## src/rtl/ab_input_cond_pkg.sv

```systemverilog
// Shared definitions for the a/b input conditioning stage: debounce state
// encoding and the default tick counter width.
package ab_input_cond_pkg;

  localparam int N_DEFAULT = 19;

  localparam logic [2:0] ST_ZERO    = 3'd0;
  localparam logic [2:0] ST_WAIT1_1 = 3'd1;
  localparam logic [2:0] ST_WAIT1_2 = 3'd2;
  localparam logic [2:0] ST_WAIT1_3 = 3'd3;
  localparam logic [2:0] ST_ONE     = 3'd4;
  localparam logic [2:0] ST_WAIT0_1 = 3'd5;
  localparam logic [2:0] ST_WAIT0_2 = 3'd6;
  localparam logic [2:0] ST_WAIT0_3 = 3'd7;

  typedef enum logic [2:0] {
    ZERO    = ST_ZERO,
    WAIT1_1 = ST_WAIT1_1,
    WAIT1_2 = ST_WAIT1_2,
    WAIT1_3 = ST_WAIT1_3,
    ONE     = ST_ONE,
    WAIT0_1 = ST_WAIT0_1,
    WAIT0_2 = ST_WAIT0_2,
    WAIT0_3 = ST_WAIT0_3
  } db_state_t;

endpackage

```

## src/rtl/ab_input_cond_if.sv

```systemverilog
// Signal bundle between the raw switch inputs and the conditioned a/b outputs,
// plus debug visibility of both debounce FSMs and the shared tick.
interface ab_input_cond_if;
  import ab_input_cond_pkg::*;

  // No valid/ready handshake: sw_* are free-running asynchronous levels and every
  // output is a level or single-cycle pulse that is valid on every clk edge.
  logic      sw_a;
  logic      sw_b;
  logic      a;
  logic      b;
  logic      a_tick;
  logic      b_tick;
  db_state_t state_a;
  db_state_t state_b;
  logic      m_tick;

  modport master (
    output sw_a, sw_b,
    input  a, b, a_tick, b_tick, state_a, state_b, m_tick
  );

  modport slave (
    input  sw_a, sw_b,
    output a, b, a_tick, b_tick, state_a, state_b, m_tick
  );
endinterface

```

## src/rtl/ab_input_cond_db_chan.sv

```systemverilog
// One conditioning channel: 2-FF synchronizer, tick-driven debounce FSM and
// rising-edge detector on the debounced level.
module db_chan
  import ab_input_cond_pkg::*;
(
  input  logic      clk,
  input  logic      reset_n,
  input  logic      sw,
  input  logic      m_tick,
  output logic      x,
  output logic      x_tick,
  output db_state_t state
);

  logic      sync_1;
  logic      sw_s;
  logic      x_d;
  db_state_t state_q;
  db_state_t state_d;

  always_ff @(posedge clk or negedge reset_n) begin
    if (!reset_n) begin
      sync_1 <= 1'b0;
      sw_s   <= 1'b0;
    end else begin
      sync_1 <= sw;
      sw_s   <= sync_1;
    end
  end

  always_ff @(posedge clk or negedge reset_n) begin
    if (!reset_n) state_q <= ZERO;
    else          state_q <= state_d;
  end

  // An input mismatch always beats a coincident tick, so a bounce landing on the
  // tick edge can never complete a transition.
  always_comb begin
    state_d = state_q;
    unique case (state_q)
      ZERO:    if (sw_s)        state_d = WAIT1_1;
      WAIT1_1: if (!sw_s)       state_d = ZERO;
               else if (m_tick) state_d = WAIT1_2;
      WAIT1_2: if (!sw_s)       state_d = ZERO;
               else if (m_tick) state_d = WAIT1_3;
      WAIT1_3: if (!sw_s)       state_d = ZERO;
               else if (m_tick) state_d = ONE;
      ONE:     if (!sw_s)       state_d = WAIT0_1;
      WAIT0_1: if (sw_s)        state_d = ONE;
               else if (m_tick) state_d = WAIT0_2;
      WAIT0_2: if (sw_s)        state_d = ONE;
               else if (m_tick) state_d = WAIT0_3;
      WAIT0_3: if (sw_s)        state_d = ONE;
               else if (m_tick) state_d = ZERO;
      default:                  state_d = ZERO;
    endcase
  end

  assign x = (state_q == ONE)     || (state_q == WAIT0_1) ||
             (state_q == WAIT0_2) || (state_q == WAIT0_3);

  always_ff @(posedge clk or negedge reset_n) begin
    if (!reset_n) x_d <= 1'b0;
    else          x_d <= x;
  end

  assign x_tick = x & ~x_d;
  assign state  = state_q;

endmodule

```

## src/rtl/ab_input_cond.sv

```systemverilog
// Two-channel input conditioner: one shared free-running tick counter feeding
// two independent debounce channels for the a and b operands.
module ab_input_cond
  import ab_input_cond_pkg::*;
#(
  parameter int N = N_DEFAULT
) (
  input logic             clk,
  input logic             reset_n,
  ab_input_cond_if.slave  bus
);

  logic [N-1:0] cnt;
  logic         m_tick;

  always_ff @(posedge clk or negedge reset_n) begin
    if (!reset_n) cnt <= '0;
    else          cnt <= cnt + 1'b1;
  end

  // Terminal count: one cycle in every 2^N.
  assign m_tick     = &cnt;
  assign bus.m_tick = m_tick;

  db_chan u_chan_a (
    .clk     (clk),
    .reset_n (reset_n),
    .sw      (bus.sw_a),
    .m_tick  (m_tick),
    .x       (bus.a),
    .x_tick  (bus.a_tick),
    .state   (bus.state_a)
  );

  db_chan u_chan_b (
    .clk     (clk),
    .reset_n (reset_n),
    .sw      (bus.sw_b),
    .m_tick  (m_tick),
    .x       (bus.b),
    .x_tick  (bus.b_tick),
    .state   (bus.state_b)
  );

endmodule

```

## src/flat_wrapper.sv

```systemverilog
// flat-port wrapper written by rule: the top's interface ports become plain ports
module ab_input_cond_flat import ab_input_cond_pkg::*;
#(
  parameter int N = N_DEFAULT
)
  (clk, reset_n, bus_sw_a, bus_sw_b, bus_a, bus_b, bus_a_tick, bus_b_tick, bus_state_a, bus_state_b, bus_m_tick);
  ab_input_cond_if bus_i ();
  input logic clk;
  input logic reset_n;
  input wire logic [$bits(bus_i.sw_a)-1:0] bus_sw_a;
  input wire logic [$bits(bus_i.sw_b)-1:0] bus_sw_b;
  output wire logic [$bits(bus_i.a)-1:0] bus_a;
  output wire logic [$bits(bus_i.b)-1:0] bus_b;
  output wire logic [$bits(bus_i.a_tick)-1:0] bus_a_tick;
  output wire logic [$bits(bus_i.b_tick)-1:0] bus_b_tick;
  output wire logic [$bits(bus_i.state_a)-1:0] bus_state_a;
  output wire logic [$bits(bus_i.state_b)-1:0] bus_state_b;
  output wire logic [$bits(bus_i.m_tick)-1:0] bus_m_tick;
  assign bus_i.sw_a = bus_sw_a;
  assign bus_i.sw_b = bus_sw_b;
  assign bus_a = bus_i.a;
  assign bus_b = bus_i.b;
  assign bus_a_tick = bus_i.a_tick;
  assign bus_b_tick = bus_i.b_tick;
  assign bus_state_a = bus_i.state_a;
  assign bus_state_b = bus_i.state_b;
  assign bus_m_tick = bus_i.m_tick;
  ab_input_cond #(.N(N)) u_core (.clk(clk), .reset_n(reset_n), .bus(bus_i));
endmodule
```

## config.mk

```make
export PLATFORM = sky130hd
export DESIGN_NAME = ab_input_cond_flat
export DESIGN_NICKNAME = d
export VERILOG_FILES = /design/src/rtl/ab_input_cond_pkg.sv /design/src/rtl/ab_input_cond_if.sv /design/src/rtl/ab_input_cond_db_chan.sv /design/src/rtl/ab_input_cond.sv /design/src/flat_wrapper.sv
export SDC_FILE = /design/constraint.sdc
export NUM_CORES = 1
export LEC_CHECK = 0
export ABC_AREA = 1
export BUFFER_PORTS_ARGS = -buffer_cell sky130_fd_sc_hd__buf_2
export CORE_UTILIZATION = 45
export DETAILED_ROUTE_END_ITERATION = 10
export REMOVE_ABC_BUFFERS = 1
export SLEW_MARGIN = 30
export SYNTH_ARGS = -nofsm -noshare
export SYNTH_HDL_FRONTEND = slang
export SYNTH_SLANG_ARGS = --single-unit
```

## constraint.sdc

```tcl
create_clock -name clk -period 2.81 [get_ports clk]
set_input_delay 0.281 -clock clk [delete_from_list [all_inputs] [get_ports clk]]
set_output_delay 0.281 -clock clk [all_outputs]
set_load 0.05 [all_outputs]
```

# After elaboration in Yosys (flattened, before gate mapping)
# Index checks and enable logic that the tools add are counted.
[word_totals]
ff_bits = 31
in_bits = 4
output_inout_bits = 11
[classes]
add_sub_neg = 1
eq_ne = 30
mux = 24
n_bitwise = 4
reduce_logical = 11
[op_table]
columns = ["cell", "count"]
rows = [
  ["2-to-1 mux 3 bit", 22],
  ["one-hot mux 3 bit (8 select lines)", 2],
  ["!= test 3 bit (second input constant)", 12],
  ["equality test 3 bit (second input constant)", 8],
  ["adder 19 x 1 -> 19 bit (second input constant)", 1],
  ["AND reduction 19 bit", 1],
  ["AND reduction 8 bit", 2],
  ["equality test 3 x 2 -> 1 bit (second input constant)", 4],
  ["!= test 2 bit (second input constant)", 4],
  ["equality test 3 x 1 -> 1 bit (second input constant)", 2],
  ["zero test 3 bit", 2],
  ["logical OR 1 bit", 6],
  ["bitwise AND 1 bit", 2],
  ["NOT 1 bit", 2],
]

# Logic depth before layout (Yosys ltp)
[logic_depth]
depth_word = 5
mapped_depth = 10

# Modules after synthesis
# From an unflattened synthesis, not the netlist that was laid out.
[unflattened]
cells_unflattened = 175
hier_area_um2 = 1495.2
[by_module_without_submodules]
columns = ["module", "instances", "cells_each", "area_per_inst_um2", "seq_area_each_um2"]
rows = [
  ["ab_input_cond", 1, 115, 989.7, 475.5],
  ["db_chan", 2, 30, 252.7, 150.1],
]

# Worst setup path before layout
# No wires, ideal clock.
[synth_path]
kind = "register -> register"
startpoint = "register u_core.cnt[0]"
endpoint = "register u_core.u_chan_b.state_q[2], in the netlist u_core.u_chan_b.state[2]"
setup_ns = 0.120
arrival_ns = 1.678
t_required_ns = 2.690
setup_slack_ns = 1.013
path_stages_with_launch = 9
path_buffers = 0
period_less_slack_ns = 1.797
path_cell_list = "dfrtp_1 ha_1 nand3_2 inv_2 nand2_4 nor3_4 nand3_1 nand2_1 nand2_1"
[synth_between]
elab_chain_cells = 3
elab_cells_between_ends = 8
classes_between = "eq/ne: 6; reduce/logical: 2"
[synth_rtl]
columns = ["item", "line", "rtl"]
rows = [
  ["start, declared", "ab_input_cond.sv:13", "logic [N-1:0] cnt;"],
  ["start signal, assigned", "ab_input_cond.sv:18", "else cnt <= cnt + 1'b1;"],
  ["AND reduction 19 bit *", "ab_input_cond.sv:22", "assign m_tick = &cnt;"],
  ["named net bus_m_tick", "flat_wrapper.sv:18", "output wire logic [$bits(bus_i.m_tick)-1:0] bus_m_tick;"],
  ["!= test 3 bit (no line)", "n/a", ""],
  ["AND reduction 8 bit (no line) *", "n/a", ""],
  ["end signal, assigned", "ab_input_cond_db_chan.sv:33", "else state_q <= state_d;"],
  ["end, declared", "ab_input_cond_db_chan.sv:18", "db_state_t state_q;"],
]
# Mark *: on every way through the listed nets, which the timed path passes. The rest lies on a longest branch.
# A chain may end at the register's enable or synchronous reset.

# Worst setup path after layout
[layout_path]
startpoint = "register u_core.cnt[0]"
endpoint = "output bus_m_tick"
[layout_between]
elab_chain_cells = 1
[layout_rtl]
columns = ["item", "line"]
rows = [
  ["AND reduction 19 bit", "ab_input_cond.sv:22"],
  ["end, declared", "flat_wrapper.sv:18"],
]
# Every way passes these cells.

==> qor.yml <==
sta:
  finalCriticalPeriod_ns: 2.19
  report.final.hold_viol_count: 0
  worst_case_clock_skew_ns: 0.0117
  slew_viol_final: 0
  rsz_0062_raised_after_global_routing: "false"
  worst_slew_margin_rel_pct: 54.0
  setup-violations-final: 0
  fmaxAchievable_mhz: 456
  worst_slew_pin_slew_ns: 0.689
  post-route-period-util_pct: 78.1
  finalSetupTns_ns: 0
drt:
  dr.first_iter.drc_count: 30
  wl_per_instance_um: 10.6
  drc: 0
  viasPerCell: 4.54
  totalWireLength_um: 2380
  antenna_left: 0
  number_of_iterations_in_the_first_detailed_routing_pass: 4
  num_vias: 1022
cells_and_area:
  finish.net_count: 185
  area_growth_syn_to_layout_pct: 14.8
  utilization_pct: 54.5
  registers.top_by_ff_count: "u_core.cnt"
  share_of_final_layout_standard_cells_stronger_than_drive_strength_1_pct: 19.3
  largest_reg_flops: 19
  antennaDiodeCount: 0
synth:
  post-synth-top-area-fraction_pct: 53.5
  ys_top_cells_by_area: "dfrtp_1, nand2_1, xor2_1"
  post_synth_instance_area_mm2: 0.00145
  synthesis.yosys.warnings: 0
  synth_top_cell_by_area: "dfrtp_1"
  synthesis.area_per_instance_um2: 9.06
  synth_seq_cells: 31
  synth_sequential_area_ratio_pct: 53.5
  synthesized_netlist_cell_count: 160
  synth_cell_types: 23
power:
  power_report.internal_total_mw: 0.677
  max-vdd-ir-drop_mv: 0.358
  seq_power_share_pct: 52.7
  share_comb_of_total_power_pct: 5.9
  power-per-cell-area_mw_per_mm2: 526
  switching_share_pct: 22.7
  clock_power_share_pct: 41.4
  p_leak_nw: 0.907
  power.net_switching_mw: 0.199
clocking:
  cts.sinks: 31
  worst_skew_pair.late_latency_ns: 0.34
  htree_levels: 2
  tritoncts: "yes"
  postCtsSetupRepairBufs: 0
  cts-resized-gates: 0
  ctsHoldBuffers: 1
  cts-buffers-inserted: 5
  clk_path_buf_depth: 2
  root_buffer: "clkbuf_4"
  worst_setup_hold_path_clk_slew_ns: 0.10
floorplan:
  std_cell_rows: 20
  coreArea_mm2: 0.00305
  floorplan.die_area_mm2: 0.00345
  initial_utilization_pct: 47.5
  die_x_um: 58.8
  die_height_um: 58.8
  boundary_pin_count: 15
place:
  port_buffer_count: 14
  place.gp.congestion: 0.804
  post-dp-hpwl_um: 1720
min_path:
  worst_hold_path.endpoint: "u_core.u_chan_a.sync_1"
  holdPathStages: 1
  hold_path.startpoint: "bus_sw_a"
  path_type_of_the_worst_min_delay_path: "input port to register"
grt:
  grt_max_degree: 32
  global_route_wire_length_before_repair_um: 3970
  grt_pass1_vias: 922
  number_of_antenna_violations_at_the_first_check_in_global_routing: 0
  globalRouteOverflowTotal: 0
  track_usage_pct: 16.2
critical_path:
  timing.rr.end: "u_core.u_chan_b.state[2]"
  r2r_cell_count: 8
  worst_ep_required_time_ns: 2.53
  worst-path-max-fanout: 7
  worst_ep_arrival_time_ns: 1.91
  endpoint_kind: "output pin"
  timing_worst_setup_path_type: "register to output pin"
  reg2reg_from: "u_core.cnt[0]"
  critical_path.startpoint_type: "register"
  reg2reg_slack_ns: 1.22
outcome:
  outcome: "complete, no violations"
flow_run:
  max-cap-violations: 0
[cell usage after synthesis]
cell / number
a21boi_1: 1
a21oi_1: 3
clkbuf_1: 2
dfrtp_1: 31
ha_1: 1
inv_1: 23
inv_2: 2
nand2_1: 36
nand2_2: 3
nand2_4: 1
nand3_1: 10
nand3_2: 2
nand3b_1: 1
nand4_1: 3
nor2_1: 14
nor2_2: 2
nor2_4: 2
nor3_1: 4
nor3_4: 1
o21a_1: 1
o21ai_0: 1
xnor2_1: 5
xor2_1: 11
[layer usage]
metal,vias to the layer above,track usage (%),part of all wire (%)
met5,-,0,0
met4,0,8.16,2.2
li1,528,-,-
met3,6,7.25,4.2
met2,12,24.8,43
met1,476,19.2,51
[cell families (layout without fill, tap and decap cells)]
| logic type | count (synthesis) | count (layout) | synth area share [%] |
|---|---|---|---|
| fa+ha+maj | 1 | 1 | 0.863 |
| flops | 31 | 31 | 53.5 |
| xor+xnor | 16 | 16 | 9.66 |
| simple gates | 79 | 79 | 26.6 |
| buf+inv | 27 | 48 | 6.99 |
| compound gates | 6 | 6 | 2.42 |
[power groups by stage]
| stage | Combinational (mW) | Sequential (mW) | Clock, mW |
|---|---|---|---|
| after global routing | 0.0569 | 0.463 | 0.386 |
| after CTS | 0.0522 | 0.462 | 0.374 |
| after detailed placement | 0.0511 | 0.471 | 0 |
| after floorplan | 0.0143 | 0.488 | 0 |
| final | 0.0516 | 0.462 | 0.363 |
| after global placement | 0.0507 | 0.470 | 0 |
[stage by stage]
stage / worst slack (ns) / instance area (um2) / hold slack, ns / power (mW) / instances
after CTS: 0.583 / 1660 / 0.0265 / 0.888 / 225
final: 0.616 / 1660 / 0.0385 / 0.876 / 225
after floorplan: 0.776 / 1440 / -0.0146 / 0.502 / 158
after global placement: 1.05 / 1570 / 0.332 / 0.521 / 216
after detailed placement: 0.979 / 1570 / 0.335 / 0.522 / 216
after global routing: 0.493 / 1660 / 0.0217 / 0.906 / 225
[how the worst max path moves through the flow]
stage / startpoint / endpoint / depth (start not counted)
2_1_floorplan: u_core.u_chan_a.state[2] / bus_a_tick / 2
3_3_place_gp: u_core.cnt[0] / bus_m_tick / 6
3_5_place_dp: u_core.cnt[0] / bus_m_tick / 6
4_1_cts: u_core.cnt[0] / bus_m_tick / 6
5_1_grt: u_core.cnt[0] / bus_m_tick / 6
6_report: u_core.cnt[0] / bus_m_tick / 6
[area by class of cell]
class                           count  area, um2
Timing Repair Buffer               15       80.1
Multi-Input combinational cell    102        573
Sequential cell                    31        776
Tap cell                           44       55.1
Clock inverter                      2       35.0
Fill cell                         313       1390
Inverter                           25       93.8
Clock buffer                        6       51.3
[worst max-delay path: stages (launching register included)]
cell     delay [ns]
dfrtp_1        0.43
ha_1           0.23
nand3_2        0.13
inv_2          0.09
nand2_4        0.07
nor3_4         0.28
buf_2          0.33
[placed cells by master (no fill, tap or decap), types with 4 or more instances in the layout]
cell	n
buf_2	14
clkbuf_4	5
dfrtp_1	31
inv_1	23
nand2_1	36
nand3_1	10
nor2_1	14
nor3_1	4
xnor2_1	5
xor2_1	11
Power figures use the tool's default switching activity.
